===== src/rtl/coda_registri_if.sv =====
// Producer/consumer handshake bundle for coda_registri: push side, pop side, flush and occupancy.
// The master modport is the surrounding logic; the slave modport is the queue itself.
interface coda_registri_if #(
    parameter int WIDTH = 8,
    parameter int DEPTH = 4
);
    localparam int CW = $clog2(DEPTH) + 1;

    logic             flush;
    logic [WIDTH-1:0] in_data;
    logic             in_valid;
    logic             in_ready;
    logic [WIDTH-1:0] out_data;
    logic             out_valid;
    logic             out_ready;
    logic [CW-1:0]    count;

    modport master (
        output flush, in_data, in_valid, out_ready,
        input  in_ready, out_data, out_valid, count
    );

    modport slave (
        input  flush, in_data, in_valid, out_ready,
        output in_ready, out_data, out_valid, count
    );
endinterface


===== src/rtl/coda_registri.sv =====
// Register-bank FIFO, DEPTH x WIDTH, first-word fall-through (push visible 1 cycle later).
// in_ready drops only when full and never looks at out_ready; flush clears pointers and count.
module coda_registri #(
    parameter int WIDTH = 8,
    parameter int DEPTH = 4
) (
    input  logic           clock,
    input  logic           reset_n,
    coda_registri_if.slave q
);
    localparam int AW = $clog2(DEPTH);
    localparam int CW = AW + 1;

    logic [WIDTH-1:0] mem_q [DEPTH];
    logic [AW-1:0]    wp_q, wp_d;
    logic [AW-1:0]    rp_q, rp_d;
    logic [CW-1:0]    cnt_q, cnt_d;
    logic             push, pop, wr_en;

    assign q.in_ready  = (cnt_q != CW'(DEPTH));
    assign q.out_valid = (cnt_q != '0);
    assign q.out_data  = mem_q[rp_q];
    assign q.count     = cnt_q;

    assign push  = q.in_valid  && q.in_ready;
    assign pop   = q.out_valid && q.out_ready;
    assign wr_en = push && !q.flush;

    always_comb begin
        wp_d  = wp_q;
        rp_d  = rp_q;
        cnt_d = cnt_q;
        if (q.flush) begin
            wp_d  = '0;
            rp_d  = '0;
            cnt_d = '0;
        end else begin
            // DEPTH is a power of two, so pointer overflow is the wrap
            if (push) wp_d = wp_q + AW'(1);
            if (pop)  rp_d = rp_q + AW'(1);
            if (push && !pop)      cnt_d = cnt_q + CW'(1);
            else if (pop && !push) cnt_d = cnt_q - CW'(1);
        end
    end

    always_ff @(posedge clock or negedge reset_n) begin
        if (!reset_n) begin
            wp_q  <= '0;
            rp_q  <= '0;
            cnt_q <= '0;
        end else begin
            wp_q  <= wp_d;
            rp_q  <= rp_d;
            cnt_q <= cnt_d;
        end
    end

    always_ff @(posedge clock or negedge reset_n) begin
        if (!reset_n) begin
            for (int i = 0; i < DEPTH; i++) mem_q[i] <= '0;
        end else if (wr_en) begin
            mem_q[wp_q] <= q.in_data;
        end
    end
endmodule


===== src/flat_wrapper.sv =====
// flat-port wrapper written by rule: the top's interface ports become plain ports
module coda_registri_flat 
#(
    parameter int WIDTH = 8,
    parameter int DEPTH = 4
)
  (clock, reset_n, q_flush, q_in_data, q_in_valid, q_out_ready, q_in_ready, q_out_data, q_out_valid, q_count);
  coda_registri_if #(.WIDTH(WIDTH), .DEPTH(DEPTH)) q_i ();
  input  logic clock;
  input  logic reset_n;
  input wire logic [$bits(q_i.flush)-1:0] q_flush;
  input wire logic [$bits(q_i.in_data)-1:0] q_in_data;
  input wire logic [$bits(q_i.in_valid)-1:0] q_in_valid;
  input wire logic [$bits(q_i.out_ready)-1:0] q_out_ready;
  output wire logic [$bits(q_i.in_ready)-1:0] q_in_ready;
  output wire logic [$bits(q_i.out_data)-1:0] q_out_data;
  output wire logic [$bits(q_i.out_valid)-1:0] q_out_valid;
  output wire logic [$bits(q_i.count)-1:0] q_count;
  assign q_i.flush = q_flush;
  assign q_i.in_data = q_in_data;
  assign q_i.in_valid = q_in_valid;
  assign q_i.out_ready = q_out_ready;
  assign q_in_ready = q_i.in_ready;
  assign q_out_data = q_i.out_data;
  assign q_out_valid = q_i.out_valid;
  assign q_count = q_i.count;
  coda_registri #(.WIDTH(WIDTH), .DEPTH(DEPTH)) u_core (.clock(clock), .reset_n(reset_n), .q(q_i));
endmodule

===== config.mk =====
export PLATFORM = sky130hd
export DESIGN_NAME = coda_registri_flat
export DESIGN_NICKNAME = d
export VERILOG_FILES = /design/src/rtl/coda_registri_if.sv /design/src/rtl/coda_registri.sv /design/src/flat_wrapper.sv
export SDC_FILE = /design/constraint.sdc
export NUM_CORES = 1
export LEC_CHECK = 0
export ABC_AREA = 1
export CELL_PAD_IN_SITES_DETAIL_PLACEMENT = 0
export CELL_PAD_IN_SITES_GLOBAL_PLACEMENT = 1
export CORE_MARGIN = 4
export CORE_UTILIZATION = 35
export DETAILED_ROUTE_END_ITERATION = 8
export PLACE_DENSITY = 0.68
export SYNTH_ARGS = -nofsm -noshare
export SYNTH_HDL_FRONTEND = slang
export SYNTH_SLANG_ARGS = --single-unit

===== constraint.sdc =====
create_clock -name clock -period 4.1 [get_ports clock]
set_clock_uncertainty 0.1 [all_clocks]
set_input_delay 0.82 -clock clock [delete_from_list [all_inputs] [get_ports clock]]
set_output_delay 0.82 -clock clock [all_outputs]
set_load 0.03 [all_outputs]

# == Word level (Yosys, flattened, before mapping) ==
# Cells that the tools add are included.
# word_totals
regBits,39
out_inout_bits,13
inputBits,13
word_cells,43
# op_classes
n_addsub,4
n_bitwise,2
n_lt_le_gt_ge,3
reduce_logical,13
n_mux,13
n_eq_ne,1
# ops
cell,n
$bwmux 32,1
$mux 8,3
$bmux 8 s2,1
$demux 8 s2,1
$mux 3,3
$mux 2,4
$ge 3x3->1 const B,2
$logic_and 1x1->1,6
$not 2->3,2
$reduce_bool 3->1,2
$add 2x1->2 const B,2
$reduce_bool 2->1,2
$add 3x1->3 const B,1
$logic_not 1->1,3
$lt 3x1->1 const B,1
$ne 3x3->1 const B,1
$sub 3x1->3 const B,1

# == Longest topological paths before layout ==
# Gate-level depths: netlist of run 1.
# depth
depth_word,7
ltp_mapped,12
ltp_nobuf,12

# == Worst setup path before layout of run 1 ==
# Ideal clock, no wire load.
# synth_path
path_kind,register to register
startpoint,"register u_core.cnt_q[2], in the netlist u_core.q.count[2]"
endpoint,"register u_core.cnt_q[2], in the netlist u_core.q.count[2]"
setup_ps,120
n_path_buf,0
arrival_ps,2109
stages_incl_launch_ff,12
setup_slack_ps,1771
cell_sequence,dfrtp_1 > inv_1 > nand2_1 > nand2_1 > nand2_1 > inv_1 > fa_1 > xor2_1 > nand3_1 > nand2_1 > nand2_1 > nand2_1
# synth_via
elab_chain_cells,6
# synth_rtl
item,line_no,source
"start, declared",coda_registri.sv:17,"logic [CW-1:0] cnt_q, cnt_d;"
"start signal, assigned",coda_registri.sv:54,cnt_q <= cnt_d;
$reduce_bool 3->1 *,coda_registri.sv:21,assign q.out_valid = (cnt_q != '0);
net q_out_valid,flat_wrapper.sv:17,output wire logic [$bits(q_i.out_valid)-1:0] q_out_valid;
$logic_and 1x1->1 *,coda_registri.sv:26,assign pop = q.out_valid && q.out_ready;
$logic_not 1->1,coda_registri.sv:41,if (push && !pop) cnt_d = cnt_q + CW'(1);
$logic_and 1x1->1,coda_registri.sv:41,
$mux 3,coda_registri.sv:41,
$mux 3,coda_registri.sv:33,if (q.flush) begin
# Mark *: on every way through the listed nets, which the timed path passes. The rest lies on a longest branch. The select of a mux whose other input is x is not followed.
# A chain may end at the register's enable or synchronous reset.

# == Worst setup path after layout of run 1 ==
# layout_path
startpoint,register u_core.rp_q[0]
endpoint,output q_out_data[0]
# layout_via
elab_chain_cells,4
# layout_rtl
item,line_no,source
"start, declared",coda_registri.sv:16,"logic [AW-1:0] rp_q, rp_d;"
"start signal, assigned",coda_registri.sv:53,rp_q <= rp_d;
$not 2->3 (implied by the code),coda_registri.sv:22,assign q.out_data = mem_q[rp_q];
$bmux 8 s2,coda_registri.sv:22,
$mux 8 (implied by the code) (2 in series),coda_registri.sv:22,
"end, declared",flat_wrapper.sv:16,output wire logic [$bits(q_i.out_data)-1:0] q_out_data;
# Every way passes these cells. The select of a mux whose other input is x is not followed.

==> impl_metrics.ini, run 1 <==
[pwr]
power_mw = 1.71
p_leak_nw = 1.12
peakVddDrop_uv = 368
power_density_mw_per_mm2 = 740

[die]
core_mm2 = 0.00524
die_h_um = 82.3
start_util_pct = 36.9
die_area_mm2 = 0.00677
num_rows = 26
die_x_um = 82.3
io_pins = 26

[status]
status = finished clean

[cts]
cts_num_sinks = 39
clk_path_buf_depth = 2
numCtsBuffers = 5
hold_buffers = 0
clk_latency_ps = 290
clk_pin_slew_ps = 80
cts_tree = yes
postCtsSetupRepairBufs = 0
htreeDepth = 2
ctsResizeCount = 0
cts_root_buf = clkbuf_8

[setup_path]
cp.required_ps = 3180
crit_path_start_kind = flop
crit_chain = inv_1 -> o21ai_0 -> o22ai_1 -> clkdlybuf4s50_1
endpoint_kind = output port
critPathMaxStageDelay_ps = 700
worstPathArrival_ps = 2400
path_class = reg2out
critPathMaxFanout = 18
crit_path_top_delay_cell = clkdlybuf4s50_1

[route]
vias = 1454
routed_wl_um = 4150
viasPerCell = 4.65
ant_nets = 0
first_pass_iters = 4
drt_iter0_drc = 67
wl_per_cell_um = 13.2
drcViolationCount = 0

[grt]
grtUsageMet2_pct = 22.0
antenna_found_initial = 0
track_usage_pct = 14.1
use_met1_pct = 18.9
use_met3_pct = 3.47
grt_max_degree = 40
grt_overflow = 0
grt_pass1_vias = 1437
top_usage_layer = met2
grt_pass1_wl_um = 7070

[synth]
synthDistinctLibCells = 21
async_reset_ff_share_pct = 100
synth_fa_ha_area_share_pct = 3.63
synth_compound_area_share_pct = 17.2
synth_edf_count = 0
synth_top_family_by_area = simple AND/OR/NAND/NOR gates
synth_simple_gate_area_share_pct = 20.8
syn_avg_cell_area_um2 = 8.82
synth-seq-cells = 39
yosysSeqAreaShare_pct = 50.6
synth.net_count = 237
ys_warn_count = 0
synth_area_mm2 = 0.00193
synth_ff_type = dfrtp_1
synth.area.mux_share_pct = 0
synth-xor-area-share_pct = 0.907
netlist_instances = 219

[sta]
finalHoldViolCount = 0
setup_viol = 0
slew_headroom_pct = 41.7
final-max-slew-violation-count = 0
period_needed_ps = 3320
fin_tns_setup_ps = 0
fin_crit_sh_pct = 80.9
rsz0062_at_grt = false
fmax_ghz = 0.301
worst_pin_slew_ps = 875

[hold_path]
hp-class = reg2reg

[cells_and_area]
n_antenna_cell = 0
syn2layout_area_growth_pct = 19.5
seqCellArea_um2 = 976
fillers = 530
nets = 261
multi_input_area_um2 = 821
drive_above_1_share_pct = 9.47

[flow_run]
maxCapViolCount = 0

[placement]
gp_congestion = 0.741
portBuffers = 25
hpwlAfterDp_um = 2720
per-layer routing:
metal / vias to the layer above / part of all wire [%] / routed length (um)
met5: - / 0 / 0
met4: 0 / 1.5 / 64
met3: 8 / 3.1 / 130
met2: 16 / 46 / 1920
met1: 663 / 49 / 2030
li1: 767 / - / -
cells by family (layout without fill, tap and decap cells):
group                    count (synthesis)  count (layout)
XOR/XNOR                                 2               2
buffers and inverters                   27              51
AND/OR/NAND/NOR                         87              87
adder cells (fa/ha/maj)                  5               5
flip-flops                              39              39
AO/OA/AOI/OAI                           59              59
state kept, by name, indices dropped and copies added (netlist names):
signal          count
u_core.mem_q       32
u_core.rp_q         2
u_core.wp_q         2
u_core.q.count      3
worst paths after layout:
path,slack [ps],cells after the start,startpoint,endpoint
max,780,4,u_core.rp_q[0],q_out_data[0]
min,380,2,u_core.mem_q[15],u_core.mem_q[15]
max reg2reg,1950,12,u_core.q.count[1],u_core.q.count[2]
min reg2reg,380,2,u_core.mem_q[15],u_core.mem_q[15]
max in group asynchronous,2810,1,reset_n,u_core.mem_q[8]
min in group asynchronous,540,1,reset_n,u_core.mem_q[2]
cell type report:
class,instances,share of cell area (%)
multi-input combinational,153,35.6
timing repair buffer,25,10.6
clock buffer,5,2.98
inverter,19,3.09
sequential,39,42.3
tap,70,3.80
clock inverter,2,1.63
stage by stage:
step                worst slack (ps)  hold WS [ps]  area [um^2]  utilization (%)  instances
floorplan                       1770           350         1930                -        219
global route                     624           414         2310             44.1        313
detailed placement              1070           365         2200             42.0        306
finish                           782           380         2310             44.1        313
global placement                1140           361         2200             42.0        306
CTS                              746           384         2310             44.1        313
cell usage after synthesis (all sizes together), types with 2 or more instances:
cell / instances / area (um^2)
o22ai: 8 / 50.1
o21ai: 50 / 277
nand2: 57 / 259
buf: 6 / 55.1
nand3: 3 / 15.0
nand4: 3 / 18.8
inv: 19 / 71.3
dfrtp: 39 / 976
clkbuf: 2 / 7.51
nor2: 24 / 109
ha: 4 / 50.1
worst max-delay path: cells and delay by family (launching register included):
kind / cells / cell delay (ps)
buf+inv: 2 / 1200
compound gates: 2 / 320
flops: 1 / 580
report_power, final:
part / total, mW / internal (mW) / switching, mW
Combinational: 0.740 / 0.307 / 0.433
Sequential: 0.654 / 0.540 / 0.114
Clock: 0.314 / 0.178 / 0.136
cell usage in the layout, fill, tap and decap left out, drive strengths merged, types with 3 or more instances in the layout:
cell type and count:
nand2 57, clkdlybuf4s50 24, o21ai 50, dfrtp 39
inv 19, nand4 3, ha 4, o22ai 8
nor2 24, nand3 3, clkbuf 5
No activity file was read; power rests on OpenSTA's default activity.
==> inputs of run 2 (changes only) <==
==> constraint.sdc (replaced) <==
create_clock -name clock -period 3.27 [get_ports clock]
set_clock_uncertainty 0.1 [all_clocks]
set_input_delay 0.654 -clock clock [delete_from_list [all_inputs] [get_ports clock]]
set_output_delay 0.654 -clock clock [all_outputs]
set_load 0.03 [all_outputs]
==> run 2 against run 1 <==
Compared with the run above: total power up 24%; core utilization is 0.24 points higher; register-to-register slack worse by 790 ps; non-clock buffer count increased by 2.
==> impl_metrics.ini, run 2 (synthesis gave the netlist of run 1 again) <==
[setup_path]
rrSetupSlack_ps = 1160
path_class = reg2out
r2r_start = u_core.q.count[0]
worst-r2r-cell-count = 12
worstPathArrival_ps = 2050
endpoint_kind = output port
critical-path-top-delay-family = buffers and inverters
timing.critical_path.from = u_core.rp_q[0]
crit_path_start_kind = flop
crit_buf_inv = 2
critPathMaxFanout = 18
crit_chain = inv_1 -> o21ai_0 -> o22ai_1 -> clkdlybuf4s50_1
cp.required_ps = 2520
critPathMaxStageDelay_ps = 700
crit_path_top_delay_cell = clkdlybuf4s50_1
r2r_end = u_core.q.count[2]

[placement]
placed_cells = 308
portBuffers = 25
post-place-ws_ps = 709
hpwlAfterDp_um = 2710
placed_area_mm2 = 0.00222
gp_congestion = 0.750

[die]
start_util_pct = 36.9
num_rows = 26
io_pins = 26
core_mm2 = 0.00524
die_area_mm2 = 0.00677
die_h_um = 82.3
die_x_um = 82.3

[cts]
clk_pin_slew_ps = 80
hold_buffers = 0
ctsResizeCount = 0
htreeDepth = 2
cts_num_sinks = 39
postCtsSetupRepairBufs = 0
numCtsBuffers = 5
cts_root_buf = clkbuf_8
cts_tree = yes
clk_latency_ps = 290
clk_path_buf_depth = 2

[pwr]
p_int_mw = 1.26
power_density_mw_per_mm2 = 914
p_leak_nw = 1.13
p_sw_share_pct = 40.5
seqPwrFrac_pct = 37.6
peakVddDrop_uv = 394
pwr-share-clk_pct = 17.3
p_switching_mw = 0.859
comb_power_share_pct = 45.1
power_mw = 2.12

[cells_and_area]
fin_cells = 316
syn2layout_area_growth_pct = 20.2
top_register = u_core.mem_q
final_common_cell = nand2_1
largest_reg_flops = 32
drive_above_1_share_pct = 10.6
n_antenna_cell = 0
design_area_mm2 = 0.00232
nets = 263
layout_common_cells = nand2_1 (51), dfrtp_1 (39), o21ai_1 (25), clkdlybuf4s50_1 (24), nor2_1 (22)
fin_util_pct = 44.3

[sta]
finalHoldWorstSlack_ps = 377
fin_tns_setup_ps = 0
final-max-slew-violation-count = 0
setup_viol = 0
postLayoutSetupSlackWorst_ps = 468
rsz0062_at_grt = false
fin_crit_sh_pct = 85.7
period_needed_ps = 2800
worst_pin_slew_ps = 881
finalHoldViolCount = 0
slew_headroom_pct = 41.3
fmax_ghz = 0.357

[hold_path]
hp-class = in2async

[grt]
grt_pass1_vias = 1370
grt_pass1_wl_um = 6880
grt_max_degree = 40
track_usage_pct = 13.8
antenna_found_initial = 0
grt_overflow = 0

[flow_run]
maxCapViolCount = 0

[route]
routed_wl_um = 4130
drcViolationCount = 0
first_pass_iters = 4
viasPerCell = 4.68
wl_per_cell_um = 13.1
vias = 1479
ant_nets = 0
drt_iter0_drc = 75

[status]
status = finished clean
run 2: cell types whose count changed in the layout (fill, tap and decap cells not counted), sizes merged:
cell    previous run  this run
buf                1         3
clkbuf             5         7
bufinv             1         0
run 2: metal layers:
| layer | up-vias | wire [um] | GRT usage [%] |
|---|---|---|---|
| met5 | - | 0 | 0 |
| met3 | 6 | 148 | 3.58 |
| met1 | 686 | 1950 | 18.6 |
| met2 | 19 | 1980 | 21.5 |
| li1 | 768 | - | - |
| met4 | 0 | 56 | 4.49 |
run 2: area by class of cell:
class	count	area, um^2
clock inverter	1	7.51
timing repair buffer	27	260
fill	528	2920
inverter	19	71.3
tap	70	87.6
clock buffer	7	96.3
multi-input combinational	153	821
sequential	39	976
run 2: how the worst max path moves through the flow:
stage                        endpoint  slack, ps  depth (start not counted)
floorplan           u_core.q.count[2]        940                         11
global placement    u_core.q.count[2]        740                         11
detailed placement  u_core.q.count[2]        710                         11
CTS                     q_out_data[1]        440                          4
global route            q_out_data[4]        190                          4
finish                  q_out_data[4]        470                          4
run 2: power by group through the flow:
stage	Sequential (mW)	Clock [mW]	Combinational, mW
after floorplan	0.806	0	0.647
after global placement	0.803	0	0.964
after detailed placement	0.807	0	0.967
after CTS	0.799	0.377	0.970
after global routing	0.827	0.404	1.06
final	0.798	0.367	0.955
